$ cat config.mk
export PLATFORM = sky130hd
export DESIGN_NAME = logic_slice_sequencer_flat
export DESIGN_NICKNAME = d
export VERILOG_FILES = /design/src/rtl/logic_slice_sequencer_pkg.sv /design/src/rtl/logic_slice_sequencer_if.sv /design/src/rtl/logic_slice_sequencer_slice.sv /design/src/rtl/logic_slice_sequencer.sv /design/src/flat_wrapper.sv
export SDC_FILE = /design/constraint.sdc
export NUM_CORES = 1
export LEC_CHECK = 0
export CAP_MARGIN = 30
export CORE_MARGIN = 3
export CORE_UTILIZATION = 29
export DETAILED_ROUTE_END_ITERATION = 6
export PLACE_DENSITY = 0.54
export SLEW_MARGIN = 20
export SYNTH_ARGS = -nofsm -noshare
export SYNTH_HDL_FRONTEND = slang
export SYNTH_HIERARCHICAL = 1
export SYNTH_SLANG_ARGS = --single-unit
$ cat constraint.sdc
create_clock -name clk -period 4.2 [get_ports clk]
set_input_delay 0.63 -clock clk [delete_from_list [all_inputs] [get_ports clk]]
set_output_delay 0.63 -clock clk [all_outputs]
set_load 0.1 [all_outputs]
$ cat src/rtl/logic_slice_sequencer_pkg.sv
// Shared op and state codes for the slice-serial logic sequencer.
package logic_slice_sequencer_pkg;

  typedef enum logic [1:0] {
    OP_AND = 2'd0,
    OP_OR  = 2'd1,
    OP_XOR = 2'd2,
    OP_NOR = 2'd3
  } op_e;

  typedef enum logic [1:0] {
    ST_IDLE = 2'd0,
    ST_RUN  = 2'd1,
    ST_DONE = 2'd2
  } state_e;

  function automatic int unsigned cnt_width(input int unsigned nslice);
    return (nslice > 1) ? $clog2(nslice) : 1;
  endfunction

endpackage

$ cat src/rtl/logic_slice_sequencer_if.sv
// Start/busy/done handshake plus operand and result bus of the logic sequencer.
interface logic_slice_sequencer_if #(
  parameter int DATA_W = 32
);
  logic              start;
  logic [1:0]        op;
  logic [DATA_W-1:0] a;
  logic [DATA_W-1:0] b;
  logic              busy;
  logic              done;
  logic [DATA_W-1:0] y;
  logic              zero;

  modport master (output start, op, a, b, input busy, done, y, zero);
  modport slave  (input start, op, a, b, output busy, done, y, zero);
endinterface

$ cat src/rtl/logic_slice_sequencer_slice.sv
// Shared combinational slice unit; no dependence between bit positions.
module slice_logic_unit
  import logic_slice_sequencer_pkg::*;
#(
  parameter int SLICE_W = 4
) (
  input  logic [SLICE_W-1:0] sa,
  input  logic [SLICE_W-1:0] sb,
  input  op_e                op,
  output logic [SLICE_W-1:0] sy
);

  always_comb begin
    sy = '0;
    case (op)
      OP_AND:  sy = sa & sb;
      OP_OR:   sy = sa | sb;
      OP_XOR:  sy = sa ^ sb;
      OP_NOR:  sy = ~(sa | sb);
      default: sy = '0;
    endcase
  end

endmodule

$ cat src/rtl/logic_slice_sequencer.sv
// Slice-serial bitwise logic controller: one SLICE_W unit reused LSB slice first.
//   state   | meaning
//   IDLE    | waiting for start, result held
//   RUN     | one slice computed and written per clock
//   DONE    | result final, done pulse for one cycle
module logic_slice_sequencer
  import logic_slice_sequencer_pkg::*;
#(
  parameter int DATA_W  = 32,
  parameter int SLICE_W = 4
) (
  input  logic                    clk,
  input  logic                    rst_n,
  logic_slice_sequencer_if.slave  bus
);

  localparam int NSLICE = DATA_W / SLICE_W;
  localparam int CNT_W  = cnt_width(NSLICE);
  localparam logic [CNT_W-1:0] CNT_LAST = CNT_W'(NSLICE - 1);

  state_e            state_q;
  logic [CNT_W-1:0]  cnt_q;
  logic [DATA_W-1:0] a_q, b_q, y_q, y_d;
  op_e               op_q;
  logic              busy_q, done_q, zero_q;
  logic [SLICE_W-1:0] sa, sb, sy;

  always_comb begin
    sa = a_q[int'(cnt_q)*SLICE_W +: SLICE_W];
    sb = b_q[int'(cnt_q)*SLICE_W +: SLICE_W];
    y_d = y_q;
    y_d[int'(cnt_q)*SLICE_W +: SLICE_W] = sy;
  end

  slice_logic_unit #(.SLICE_W(SLICE_W)) u_slice (
    .sa (sa),
    .sb (sb),
    .op (op_q),
    .sy (sy)
  );

  always_ff @(posedge clk or negedge rst_n) begin
    if (!rst_n) begin
      state_q <= ST_IDLE;
      cnt_q   <= '0;
      a_q     <= '0;
      b_q     <= '0;
      op_q    <= OP_AND;
      y_q     <= '0;
      zero_q  <= 1'b1;
      busy_q  <= 1'b0;
      done_q  <= 1'b0;
    end else begin
      case (state_q)
        ST_IDLE: begin
          if (bus.start) begin
            a_q     <= bus.a;
            b_q     <= bus.b;
            op_q    <= op_e'(bus.op);
            cnt_q   <= '0;
            y_q     <= '0;
            busy_q  <= 1'b1;
            state_q <= ST_RUN;
          end
        end
        ST_RUN: begin
          y_q <= y_d;
          if (cnt_q == CNT_LAST) begin
            cnt_q   <= '0;
            zero_q  <= (y_d == '0);
            done_q  <= 1'b1;
            state_q <= ST_DONE;
          end else begin
            cnt_q <= cnt_q + 1'b1;
          end
        end
        ST_DONE: begin
          busy_q  <= 1'b0;
          done_q  <= 1'b0;
          state_q <= ST_IDLE;
        end
        default: begin
          busy_q  <= 1'b0;
          done_q  <= 1'b0;
          cnt_q   <= '0;
          state_q <= ST_IDLE;
        end
      endcase
    end
  end

  assign bus.busy = busy_q;
  assign bus.done = done_q;
  assign bus.y    = y_q;
  assign bus.zero = zero_q;

endmodule

$ cat src/flat_wrapper.sv
// flat-port wrapper written by rule: the top's interface ports become plain ports
module logic_slice_sequencer_flat import logic_slice_sequencer_pkg::*;
#(
  parameter int DATA_W  = 32,
  parameter int SLICE_W = 4
)
  (clk, rst_n, bus_start, bus_op, bus_a, bus_b, bus_busy, bus_done, bus_y, bus_zero);
  logic_slice_sequencer_if #(.DATA_W(DATA_W)) bus_i ();
  input  logic clk;
  input  logic rst_n;
  input wire logic [$bits(bus_i.start)-1:0] bus_start;
  input wire logic [$bits(bus_i.op)-1:0] bus_op;
  input wire logic [$bits(bus_i.a)-1:0] bus_a;
  input wire logic [$bits(bus_i.b)-1:0] bus_b;
  output wire logic [$bits(bus_i.busy)-1:0] bus_busy;
  output wire logic [$bits(bus_i.done)-1:0] bus_done;
  output wire logic [$bits(bus_i.y)-1:0] bus_y;
  output wire logic [$bits(bus_i.zero)-1:0] bus_zero;
  assign bus_i.start = bus_start;
  assign bus_i.op = bus_op;
  assign bus_i.a = bus_a;
  assign bus_i.b = bus_b;
  assign bus_busy = bus_i.busy;
  assign bus_done = bus_i.done;
  assign bus_y = bus_i.y;
  assign bus_zero = bus_i.zero;
  logic_slice_sequencer #(.DATA_W(DATA_W), .SLICE_W(SLICE_W)) u_core (.clk(clk), .rst_n(rst_n), .bus(bus_i));
endmodule
==> flow_summary_export.csv <==
group,metric,value,unit
clock_network,cts.root.buffer_cell,"clkbuf_16",
die,ioPinCount,104,
timing,max_freq,0.284,GHz
global_route,grt-ovfl-total,0,
route,drc_errors,0,
route,finalWirelength,12300,um
timing,setup_violations,0,
setup_path,endpoint_kind,"flop",
placement,dp_hpwl,9140,um
synth,yosys.cell_types.count,44,
route,vias,3604,
synth,syn_nets,486,
cells_and_area,final_cell_mix,"104 x dfrtp_1, 102 x clkdlybuf4s50_1, 50 x nand2_1, 46 x mux2_2, 21 x mux2_1",
die,dieArea,19300,um2
clock_network,cts_setup_buffers,0,
cells_and_area,final_layout_size_suffix_gt1_share,18.0,%
worst_hold_path,hp-class,"in -> async",
setup_path,cp_max_fo,28,
cells_and_area,fin_nets,583,
cells_and_area,nFillCells,1700,
timing,rsz0062_at_grt,"false",
cells_and_area,num_antenna_cells,0,
global_route,grt_first_pass_wirelength,20200,um
setup_path,r2r_end,"u_core/bus.zero",
clock_network,cts.reportedPaths.clkPinSlew,0.07,ns
setup_path,r2r_setup_slack,0.68,ns
timing,finalMaxSlewViolations,0,
cells_and_area,area_delta_synth_final,30.4,%
timing,fin_tns_setup,0,ns
route,dr.pass1.iters,4,
synth,yosys_warnings,6,
cells_and_area,fin_area,6700,um2
setup_path,timing.rr.start,"u_core/cnt_q[0]",
synth,synth_area,5130,um2
die,die-width,139,um
synth,synth_flop_cell,"dfrtp_1",
clock_network,cts_sinks,106,
setup_path,reg2reg_depth,11,
clock_network,ctsLongestPathBuffers,2,
die,rows,48,
global_route,grt_pass1_vias,3707,
clock_network,hold_buffers,0,
global_route,grt_max_degree,54,
setup_path,required,4.47,ns
route,via_per_inst,4.94,
synth,async_flop_share,100,%
synth,synth_top_area_share,51.2,%
synth,seq_area_frac_synth,51.7,%
synth,avgSynthCellArea,12.7,um2
cells_and_area,layout_commonest_cell,"dfrtp_1",
placement,portBuffers,103,
timing,min_period,3.52,ns
route,drt-initial-drc-count,157,
setup_path,crit_arrival,3.79,ns
clock_network,htree_levels,3,
timing,slew_headroom,34.4,%
clock_network,cts_made_buffers,9,
timing,postLayoutSetupSlackWorst,0.679,ns
job,maxCapViolCount,0,
timing,worst_pin_slew,0.980,ns
clock_network,cts_resized,0,
synth,synth_area_leaders,"dfrtp_1 51%, mux2_2 10%, mux4_2 7.0%, mux2_1 4.6%, nand2_1 3.7%",
global_route,grtUsageTotal,13.1,%
die,core,17300,um2
run_status,outcome,"finished clean",
placement,gp_congestion,0.814,
route,drt.antenna.violating_nets,0,
synth,synth_largest_area_cell,"dfrtp_1",
route,wire_per_inst,16.8,um
placement,pre_cts_ws,0.673,ns
clock_network,cts_tree,"yes",
die,start_util,29.7,%
placement,postPlaceCellArea,6400,um2
die,die_h,139,um
setup_path,crit_type,"reg -> reg",
timing,period_share,83.8,%
clock_network,clk-insertion-delay-late,0.35,ns
setup_path,start_kind,"flop",
synth,synth_edf_count,0,
synth,ys_ff_latch,106,
timing,finalHoldViolCount,0,
global_route,antenna_found_initial,0,
synth,synthCells,404,
timing,skew,0.00896,ns
[sequential cells by signal, summed over array words and instances (netlist names)]
name and flops:
u_core/bus.zero 1, u_core/a_q 32, u_core/bus.done 1, u_core/bus.busy 1
u_core/cnt_q 3, u_core/bus.y 32, u_core/state_q 2, u_core/op_q 2
u_core/b_q 32
[synthesized netlist by cell type, drive strengths merged (2+ instances only)]
| library cell | count |
|---|---|
| dfrtp | 105 |
| mux2 | 67 |
| nand2 | 50 |
| a22o | 18 |
| o21ai | 18 |
| mux4 | 16 |
| buf | 15 |
| ha | 13 |
| a32o | 12 |
| inv | 12 |
| clkbuf | 9 |
| nor2 | 9 |
| mux2i | 8 |
| a21o | 7 |
| o41ai | 6 |
| nand3 | 5 |
| nor2b | 4 |
| xor2 | 4 |
| nand2b | 3 |
| a211oi | 2 |
| a21oi | 2 |
| nand4 | 2 |
| nor3 | 2 |
| or4 | 2 |
[worst max path at each step]
stage	start	end	slack (ns)
floorplan	u_core/cnt_q[0]	u_core/bus.zero	1.13
global placement	u_core/cnt_q[0]	u_core/bus.zero	0.72
detailed placement	u_core/cnt_q[0]	u_core/bus.zero	0.67
CTS	u_core/cnt_q[0]	u_core/bus.zero	0.64
global route	u_core/cnt_q[0]	u_core/bus.zero	0.34
finish	u_core/cnt_q[0]	u_core/bus.zero	0.68
[cell families after synthesis]
logic type	share of synthesized area, %
AOI/OAI and AO/OA	10.6
and+or+nand+nor	7.36
DFF	51.7
muxes	23.3
buffers and inverters	3.29
xor gates and xnor gates	0.682
adders and majority gates	3.17
[critical path, cell delays in order (launching register included)]
cell      delay, ns
dfrtp_2        0.87
mux4_2         0.60
nand2_1        0.09
nand2_1        0.10
inv_1          0.07
ha_1           0.15
xor2_1         0.06
mux2i_1        0.75
o211ai_1       0.22
a221o_1        0.36
nand4_1        0.09
o31ai_1        0.07
[stage by stage]
stage | cells | utilization (%) | hold slack (ns)
after floorplan | 404 | - | 0.334
after global placement | 713 | 36.8 | 0.463
after detailed placement | 715 | 37.0 | 0.470
after CTS | 730 | 38.7 | 0.209
after global routing | 730 | 38.7 | 0.220
final | 730 | 38.7 | 0.206
[metal layers]
metal / GRT usage, % / vias to the layer above / part of all wire (%) / wire length, um
met5: 0 / - / 0 / 0
met4: 3.09 / 0 / 1.0 / 123
met3: 3.62 / 7 / 5.0 / 612
met2: 20.3 / 104 / 46 / 5690
met1: 18.5 / 1807 / 48 / 5860
li1: - / 1686 / - / -
[layout make-up]
| cell class | count | area, um2 | share of cell area (%) |
|---|---|---|---|
| well taps | 225 | 282 | 4.20 |
| clock inverters | 5 | 53.8 | 0.803 |
| clock buffers | 10 | 239 | 3.57 |
| repair buffers | 110 | 1100 | 16.4 |
| multi-input cells | 261 | 2320 | 34.6 |
| flip-flops and latches | 106 | 2660 | 39.6 |
| inverters | 13 | 48.8 | 0.729 |
Power is not shown: default switching activity piles up to over one toggle a cycle in this logic, so the estimate is an artifact.
